===== src/rtl/fft_r2_stage_if.sv =====
// Frame-wide bus for one radix-2 FFT stage: a complex frame in, a complex frame out,
// plus the sticky saturation flag and its clear.
interface fft_r2_stage_if #(
  parameter int W     = 16,
  parameter int LOG2N = 3
);
  localparam int N = 1 << LOG2N;

  // Valid/ready: a frame moves on a rising edge where valid and ready are both 1.
  // The producer holds valid and data stable until that edge, and the consumer may
  // raise or drop ready at any time. One transfer carries one whole frame.
  logic           in_valid;
  logic           in_ready;
  logic [N*W-1:0] din_re;
  logic [N*W-1:0] din_im;
  logic           out_valid;
  logic           out_ready;
  logic [N*W-1:0] dout_re;
  logic [N*W-1:0] dout_im;
  logic           clr_ovf;
  logic           ovf;

  modport master (
    output in_valid, din_re, din_im, out_ready, clr_ovf,
    input  in_ready, out_valid, dout_re, dout_im, ovf
  );

  modport slave (
    input  in_valid, din_re, din_im, out_ready, clr_ovf,
    output in_ready, out_valid, dout_re, dout_im, ovf
  );
endinterface


===== src/rtl/fft_r2_stage.sv =====
// One radix-2 DIT butterfly stage over a full complex frame. Stage A holds the
// twiddle product, stage B holds the add/sub result with optional halving and saturation.
module fft_r2_stage #(
  parameter int W     = 16,
  parameter int LOG2N = 3,
  parameter int STAGE = 0,
  parameter int SCALE = 0,
  parameter int CW    = 16
) (
  input logic            clk,
  input logic            rst,
  fft_r2_stage_if.slave  bus
);

  localparam int N     = 1 << LOG2N;
  localparam int NP    = N / 2;
  localparam int SPAN  = 1 << STAGE;
  localparam int KSTEP = 16 >> (STAGE + 1);
  localparam int TSH_L = (CW >= 16) ? CW - 16 : 0;
  localparam int TSH_R = (CW >= 16) ? 0 : 16 - CW;

  localparam logic signed [W+CW:0] RND  = {{(W+3){1'b0}}, 1'b1, {(CW-3){1'b0}}};
  localparam logic signed [W+1:0]  ONE  = {{(W+1){1'b0}}, 1'b1};
  localparam logic signed [W+1:0]  MAXV = {3'b000, {(W-1){1'b1}}};
  localparam logic signed [W+1:0]  MINV = {3'b111, {(W-1){1'b0}}};

  if (STAGE >= LOG2N || LOG2N > 4 || LOG2N < 1 || STAGE < 0) begin : g_param_check
    $error("fft_r2_stage: illegal LOG2N/STAGE combination");
  end

  // 16-point twiddle table in Q1.14, rescaled to the Q1.(CW-2) coefficient format.
  function automatic logic signed [CW-1:0] tw(input int k, input bit want_im);
    int re14;
    int im14;
    int v;
    case (k)
      0:       begin re14 =  16384; im14 =      0; end
      1:       begin re14 =  15137; im14 =  -6270; end
      2:       begin re14 =  11585; im14 = -11585; end
      3:       begin re14 =   6270; im14 = -15137; end
      4:       begin re14 =      0; im14 = -16384; end
      5:       begin re14 =  -6270; im14 = -15137; end
      6:       begin re14 = -11585; im14 = -11585; end
      7:       begin re14 = -15137; im14 =  -6270; end
      default: begin re14 =      0; im14 =      0; end
    endcase
    v = want_im ? im14 : re14;
    v = (v <<< TSH_L) >>> TSH_R;
    return v[CW-1:0];
  endfunction

  // Returns {saturated, value}.
  function automatic logic [W:0] scale_sat(input logic signed [W+1:0] v);
    logic signed [W+1:0] s;
    s = (SCALE != 0) ? ((v + ONE) >>> 1) : v;
    if (s > MAXV)      return {1'b1, MAXV[W-1:0]};
    else if (s < MINV) return {1'b1, MINV[W-1:0]};
    return {1'b0, s[W-1:0]};
  endfunction

  logic                  ce;
  logic                  a_valid;
  logic                  b_valid;
  logic signed [W-1:0]   xi_re [NP];
  logic signed [W-1:0]   xi_im [NP];
  logic signed [W:0]     t_re  [NP];
  logic signed [W:0]     t_im  [NP];
  logic signed [W-1:0]   a_xr  [NP];
  logic signed [W-1:0]   a_xi  [NP];
  logic signed [W:0]     a_tr  [NP];
  logic signed [W:0]     a_ti  [NP];
  logic [N*W-1:0]        y_re;
  logic [N*W-1:0]        y_im;
  logic [NP-1:0]         sat_v;
  logic [N*W-1:0]        dout_re_q;
  logic [N*W-1:0]        dout_im_q;
  logic                  ovf_q;

  // Both stages move together; a stalled output freezes the whole pipe.
  assign ce            = !b_valid || bus.out_ready;
  assign bus.in_ready  = ce;
  assign bus.out_valid = b_valid;
  assign bus.dout_re   = dout_re_q;
  assign bus.dout_im   = dout_im_q;
  assign bus.ovf       = ovf_q;

  for (genvar p = 0; p < NP; p++) begin : g_pair
    localparam int I = ((p >> STAGE) << (STAGE + 1)) | (p & (SPAN - 1));
    localparam int J = I + SPAN;
    localparam int K = (p & (SPAN - 1)) * KSTEP;

    logic signed [W-1:0] xjr;
    logic signed [W-1:0] xji;
    logic signed [W+1:0] sr;
    logic signed [W+1:0] dr;
    logic signed [W+1:0] si;
    logic signed [W+1:0] di;
    logic [W:0]          ysr;
    logic [W:0]          ydr;
    logic [W:0]          ysi;
    logic [W:0]          ydi;

    assign xi_re[p] = bus.din_re[I*W +: W];
    assign xi_im[p] = bus.din_im[I*W +: W];
    assign xjr      = bus.din_re[J*W +: W];
    assign xji      = bus.din_im[J*W +: W];

    if (K == 0) begin : g_bypass
      assign t_re[p] = {xjr[W-1], xjr};
      assign t_im[p] = {xji[W-1], xji};
    end else begin : g_mul
      localparam logic signed [CW-1:0] CR  = tw(K, 1'b0);
      localparam logic signed [CW-1:0] CI  = tw(K, 1'b1);
      localparam logic signed [W+CW:0] CRE = {{(W+1){CR[CW-1]}}, CR};
      localparam logic signed [W+CW:0] CIE = {{(W+1){CI[CW-1]}}, CI};

      logic signed [W+CW:0] xre;
      logic signed [W+CW:0] xie;
      logic signed [W+CW:0] pr;
      logic signed [W+CW:0] pi;

      assign xre     = {{(CW+1){xjr[W-1]}}, xjr};
      assign xie     = {{(CW+1){xji[W-1]}}, xji};
      assign pr      = xre * CRE - xie * CIE + RND;
      assign pi      = xre * CIE + xie * CRE + RND;
      assign t_re[p] = pr[CW-2 +: W+1];
      assign t_im[p] = pi[CW-2 +: W+1];
    end

    assign sr  = {{2{a_xr[p][W-1]}}, a_xr[p]} + {a_tr[p][W], a_tr[p]};
    assign dr  = {{2{a_xr[p][W-1]}}, a_xr[p]} - {a_tr[p][W], a_tr[p]};
    assign si  = {{2{a_xi[p][W-1]}}, a_xi[p]} + {a_ti[p][W], a_ti[p]};
    assign di  = {{2{a_xi[p][W-1]}}, a_xi[p]} - {a_ti[p][W], a_ti[p]};
    assign ysr = scale_sat(sr);
    assign ydr = scale_sat(dr);
    assign ysi = scale_sat(si);
    assign ydi = scale_sat(di);

    assign y_re[I*W +: W] = ysr[W-1:0];
    assign y_re[J*W +: W] = ydr[W-1:0];
    assign y_im[I*W +: W] = ysi[W-1:0];
    assign y_im[J*W +: W] = ydi[W-1:0];
    assign sat_v[p]       = ysr[W] | ydr[W] | ysi[W] | ydi[W];
  end

  always_ff @(posedge clk or negedge rst) begin
    if (!rst) begin
      a_valid <= 1'b0;
      a_xr    <= '{default: '0};
      a_xi    <= '{default: '0};
      a_tr    <= '{default: '0};
      a_ti    <= '{default: '0};
    end else if (ce) begin
      a_valid <= bus.in_valid;
      a_xr    <= xi_re;
      a_xi    <= xi_im;
      a_tr    <= t_re;
      a_ti    <= t_im;
    end
  end

  always_ff @(posedge clk or negedge rst) begin
    if (!rst) begin
      b_valid   <= 1'b0;
      dout_re_q <= '0;
      dout_im_q <= '0;
    end else if (ce) begin
      b_valid   <= a_valid;
      dout_re_q <= y_re;
      dout_im_q <= y_im;
    end
  end

  // A saturating frame landing on the same edge as a clear keeps the flag set.
  always_ff @(posedge clk or negedge rst) begin
    if (!rst) begin
      ovf_q <= 1'b0;
    end else if (ce && a_valid && (|sat_v)) begin
      ovf_q <= 1'b1;
    end else if (bus.clr_ovf) begin
      ovf_q <= 1'b0;
    end
  end

endmodule


===== src/flat_wrapper.sv =====
// flat-port wrapper written by rule: the top's interface ports become plain ports
module fft_r2_stage_flat 
#(
  parameter int W     = 16,
  parameter int LOG2N = 3,
  parameter int STAGE = 0,
  parameter int SCALE = 0,
  parameter int CW    = 16
)
  (clk, rst, bus_in_valid, bus_din_re, bus_din_im, bus_out_ready, bus_clr_ovf, bus_in_ready, bus_out_valid, bus_dout_re, bus_dout_im, bus_ovf);
  fft_r2_stage_if #(.W(W), .LOG2N(LOG2N)) bus_i ();
  input logic clk;
  input logic rst;
  input wire logic [$bits(bus_i.in_valid)-1:0] bus_in_valid;
  input wire logic [$bits(bus_i.din_re)-1:0] bus_din_re;
  input wire logic [$bits(bus_i.din_im)-1:0] bus_din_im;
  input wire logic [$bits(bus_i.out_ready)-1:0] bus_out_ready;
  input wire logic [$bits(bus_i.clr_ovf)-1:0] bus_clr_ovf;
  output wire logic [$bits(bus_i.in_ready)-1:0] bus_in_ready;
  output wire logic [$bits(bus_i.out_valid)-1:0] bus_out_valid;
  output wire logic [$bits(bus_i.dout_re)-1:0] bus_dout_re;
  output wire logic [$bits(bus_i.dout_im)-1:0] bus_dout_im;
  output wire logic [$bits(bus_i.ovf)-1:0] bus_ovf;
  assign bus_i.in_valid = bus_in_valid;
  assign bus_i.din_re = bus_din_re;
  assign bus_i.din_im = bus_din_im;
  assign bus_i.out_ready = bus_out_ready;
  assign bus_i.clr_ovf = bus_clr_ovf;
  assign bus_in_ready = bus_i.in_ready;
  assign bus_out_valid = bus_i.out_valid;
  assign bus_dout_re = bus_i.dout_re;
  assign bus_dout_im = bus_i.dout_im;
  assign bus_ovf = bus_i.ovf;
  fft_r2_stage #(.W(W), .LOG2N(LOG2N), .STAGE(STAGE), .SCALE(SCALE), .CW(CW)) u_core (.clk(clk), .rst(rst), .bus(bus_i));
endmodule

===== config.mk =====
export PLATFORM = sky130hd
export DESIGN_NAME = fft_r2_stage_flat
export DESIGN_NICKNAME = d
export VERILOG_FILES = /design/src/rtl/fft_r2_stage_if.sv /design/src/rtl/fft_r2_stage.sv /design/src/flat_wrapper.sv
export SDC_FILE = /design/constraint.sdc
export NUM_CORES = 1
export LEC_CHECK = 0
export CAP_MARGIN = 20
export CORE_ASPECT_RATIO = 1.2
export CORE_MARGIN = 3
export CORE_UTILIZATION = 50
export CTS_CLUSTER_DIAMETER = 80
export DETAILED_ROUTE_END_ITERATION = 6
export PLACE_DENSITY = 0.78
export REMOVE_ABC_BUFFERS = 1
export SETUP_SLACK_MARGIN = 0.02
export SLEW_MARGIN = 20
export SYNTH_ARGS = -nofsm -noshare
export SYNTH_HDL_FRONTEND = slang
export SYNTH_SLANG_ARGS = --single-unit

===== constraint.sdc =====
create_clock -name clk -period 3.5 [get_ports clk]
set_clock_uncertainty 0.15 [all_clocks]
set_input_delay 0.7 -clock clk [delete_from_list [all_inputs] [get_ports clk]]
set_output_delay 0.7 -clock clk [all_outputs]
set_load 0.03 [all_outputs]

==> impl_results.md <==
* Global-route wire length before repair at roughly 160 mm
* Post-synthesis mux area share at less than 1%
* CTS tree: built
* Worst-path cell chain: ha_1, or3b_1, a31oi_1, a21oi_2, a211oi_2, mux2_4, or3_1, and4bb_1, nand4_1, nor4b_2, a31oi_1
* H-tree levels at 2
* Pre-CTS WS at -0.189 ns
* Drt first pass iters at 5
* Post-DP HPWL at ~77 mm
* Slowest cell delay on critical path at around 0.4 ns
* Simple-Gate Fraction of Synth Area at about 18%
* Port Buf Inserts at between 500 and 600
* WL met1 at approximately 41 mm
* Final wirelength at 100 mm
* Synth Area in Adders at about 12%
* Static Leak at 19.2 nW
* Largest net degree at the start of global routing at about 130
* Floorplan row count at a little over 100
* Max Cap Violations at 0
* Die height at approximately 290 um
* Root buf cell: clkbuf_16
* Setup_tns at 0 ns
* RSZ-0062 raised after global routing: true
* Antenna-violating nets left at 0
* Initial cell density of the core at 51.0%
* Synth Register Bits at approximately 500
* FMAX at 290 MHz
* Placed insts at 5181
* Number of synthesized flops with an enable pin at 0
* Worst-path clk slew at about 0.06 ns
* Post-DR wirelength/cell at 18.8 um
* Core ar. at about 64000 um^2
* Worst path required time at between 3 and 4 ns
* Crit end category: flip-flop
* Critical path's slowest cell: dfrtp_1
* Metal3 WL at 5.18 mm
* Antenna violations before repair at 17
* Asr flop ratio synth at 100%
* Utilization after layout at between 60% and 70%
* Hold Fails Final Rpt at 0
* Main combinational cell family by area after synthesis: compound AO/OA/AOI/OAI gates
* Distinct cell type count after synthesis at 100
* Pins Over Slew Limit at 0
* Actual slew at the worst max-slew pin at 0.782 ns
* GRT Resource Usage Total at approximately 29%
* Critical path data arrival time at between 3 and 4 ns
* Top area cells in the synthesized netlist: dfrtp_1 (40%), ha_1 (10%), nand2_1 (8.3%)
* Share of post-route cells with drive strength above 1 at 8.97%
* Rel. slew slack at ~48%
* Post-Syn Area at between 30000 and 40000 um^2
* Clock Tree Buf Depth at 3
* Post-synthesis sequential area ratio at approximately two fifths
* Die area at approximately 68000 um^2
* Cell taking the most area after synthesis: dfrtp_1
* Via count at ~30000
* Die width at approximately 240 um
* Pwr dens at around 800 nW/um^2
* Synth Area per Inst at approximately 8.4 um^2
* Most used cell, CP: a31oi_1
* Finished Layout Cells at around 5300
* Skew-Pair Late Insertion Delay at around 0.64 ns
* Vias in the first global route at around 29000
* DRC viols at 0
* Xor/xnor share of the synthesized area at 5.21%
* Startpoint types: flip-flop
* Status: finished, final reports clean
* Hold WC Path Type: flip-flop to flip-flop
* Max Used Layer: met5
* Crit path time final at about 3.4 ns
* # IOs at 520
* Metal2 WL at 48.7 mm
* Synth-to-Final Area Change at 28.7%
* GR Overflow Total at 0
* TritonCTS Buffers at 56
* Final GP Congestion at just under 1
* Nets at slightly below 5000
* Clock Sinks at 515
* Tcrit/Tclk final at roughly 98%
* Post-route setup slack at approximately 0.053 ns
* Syn. warnings at 0
* Total power at ~33 mW
* Compound-Gate Fraction of Synth Area at 19.2%
* Yosys top cell area share at between 30% and 40%
* Post-Synthesis Cells at approximately 3900
* Vias per cell at roughly 5.5
* Worst VDD drop at between 0.5 and 0.6 mV
* DR iter-0 viols at around 1800
* CP Max Fanout at 3
* Final setup fails at 0
* Setup CP Type: flip-flop to flip-flop
* Most used DFF post-synth: dfrtp_1
[path summary, 6_finish.rpt]
kind / startpoint / to / slack, ns / cells past startpoint
worst max-delay path: u_core.a_xr[52]$_DFFE_PN0N_ / u_core.bus.ovf$_DFFE_PN0P_ / 0.05 / 11
worst min-delay path: u_core.bus.dout_re[37]$_DFFE_PN0N_ / u_core.bus.dout_re[37]$_DFFE_PN0N_ / 0.32 / 2
worst max register to register: u_core.a_xr[52]$_DFFE_PN0N_ / u_core.bus.ovf$_DFFE_PN0P_ / 0.05 / 11
worst min register to register: u_core.bus.dout_re[37]$_DFFE_PN0N_ / u_core.bus.dout_re[37]$_DFFE_PN0N_ / 0.32 / 2
max in group asynchronous: rst / u_core.bus.dout_im[64]$_DFFE_PN0N_ / 1.72 / 3
min in group asynchronous: rst / u_core.a_xr[54]$_DFFE_PN0N_ / 0.51 / 2
[timing repair]
| action | in CTS | in global routing |
|---|---|---|
| buffers inserted | 17 | 4 |
| cloned | 0 | 1 |
| pin swaps | 19 | 13 |
| setup endpoints to repair | 1 | 56 |
| resized for setup | 27 | 23 |
| endpoints found under the hold margin | 53 | 0 |
| hold buffers | 1 | 0 |
[cells in the mapped netlist (11+ instances only)]
| cell | n |
|---|---|
| a211oi_1 | 29 |
| a21o_1 | 37 |
| a21oi_1 | 297 |
| a22o_1 | 15 |
| a31oi_1 | 42 |
| buf_2 | 29 |
| clkbuf_1 | 174 |
| dfrtp_1 | 515 |
| fa_1 | 16 |
| ha_1 | 260 |
| inv_1 | 254 |
| maj3_1 | 40 |
| nand2_1 | 724 |
| nand2b_1 | 60 |
| nand3_1 | 22 |
| nor2_1 | 328 |
| nor2b_1 | 40 |
| nor3_1 | 60 |
| o2111ai_1 | 11 |
| o211ai_1 | 24 |
| o21a_1 | 40 |
| o21ai_0 | 318 |
| o21ai_1 | 42 |
| o21bai_1 | 44 |
| o31ai_1 | 16 |
| or2_2 | 11 |
| or3_1 | 20 |
| xnor2_1 | 142 |
| xor2_1 | 47 |
[per-stage QoR]
| stage | cell area, um^2 | hold WS, ns |
|---|---|---|
| 6_report | 41900 | 0.321 |
| 5_1_grt | 41900 | 0.350 |
| 4_1_cts | 41800 | 0.325 |
| 3_5_place_dp | 39600 | 0.312 |
| 3_3_place_gp | 39600 | 0.302 |
| 2_1_floorplan | 31700 | 0.254 |
[cells in the final DEF, fill, tap and decap left out, drive strengths merged, types with 14 or more instances in the layout]
cell / synthesis / layout
a211oi: 32 / 32
a21o: 37 / 37
a21oi: 299 / 299
a22o: 15 / 15
a31oi: 43 / 43
buf: 40 / 204
clkbuf: 174 / 74
clkdlybuf4s50: 0 / 517
dfrtp: 515 / 515
fa: 16 / 16
ha: 260 / 260
inv: 257 / 262
maj3: 45 / 45
nand2: 724 / 724
nand2b: 60 / 60
nand3: 22 / 22
nor2: 332 / 333
nor2b: 40 / 40
nor3: 60 / 60
o211ai: 26 / 26
o21a: 41 / 41
o21ai: 363 / 363
o21bai: 44 / 44
o31ai: 16 / 16
or2: 14 / 14
or3: 20 / 20
xnor2: 144 / 144
xor2: 47 / 47
[registers in the layout (all words and copies together) (netlist names)]
| signal | cells |
|---|---|
| u_core.a_xr | 64 |
| u_core.a_valid | 1 |
| u_core.bus.dout_im | 128 |
| u_core.bus.out_valid | 1 |
| u_core.a_ti | 64 |
| u_core.a_xi | 64 |
| u_core.bus.ovf | 1 |
| u_core.bus.dout_re | 128 |
| u_core.a_tr | 64 |
[cells by family (layout without fill, tap and decap cells)]
family                   Yosys count  in the layout
adder cells (fa/ha/maj)          321            321
buffers and inverters            471           1082
other                              0             13
XOR/XNOR                         191            191
multiplexers                      10             10
AO/OA/AOI/OAI                   1021           1021
AND/OR/NAND/NOR                 1342           1343
flip-flops                       515            515
[where the power goes]
part | switching, mW | internal, mW
Clock | 2.58 | 3.78
Sequential | 1.22 | 7.82
Combinational | 10.6 | 7.42
[worst max-delay path: cells and delay by family (launching register included)]
family	cells	cell delay, ns
flops	1	0.40
mux	1	0.36
compound gates	4	0.71
fa+ha+maj	1	0.30
simple gates	5	1.37
[metal layers]
layer	up-vias	global-route usage, %
li1	14179	-
met1	13918	35.7
met2	844	49.0
met3	219	4.20
met5	-	0
met4	8	12.8
[layout make-up]
class | count | area [um^2]
clock buffer | 74 | 1540
fill | 5386 | 22000
antenna | 13 | 32.5
tap | 824 | 1030
inverter | 257 | 975
timing repair buffer | 722 | 6970
sequential | 515 | 12900
clock inverter | 29 | 430
multi-input combinational | 2886 | 18100
Note: power is estimated with default switching activity, not from simulation.
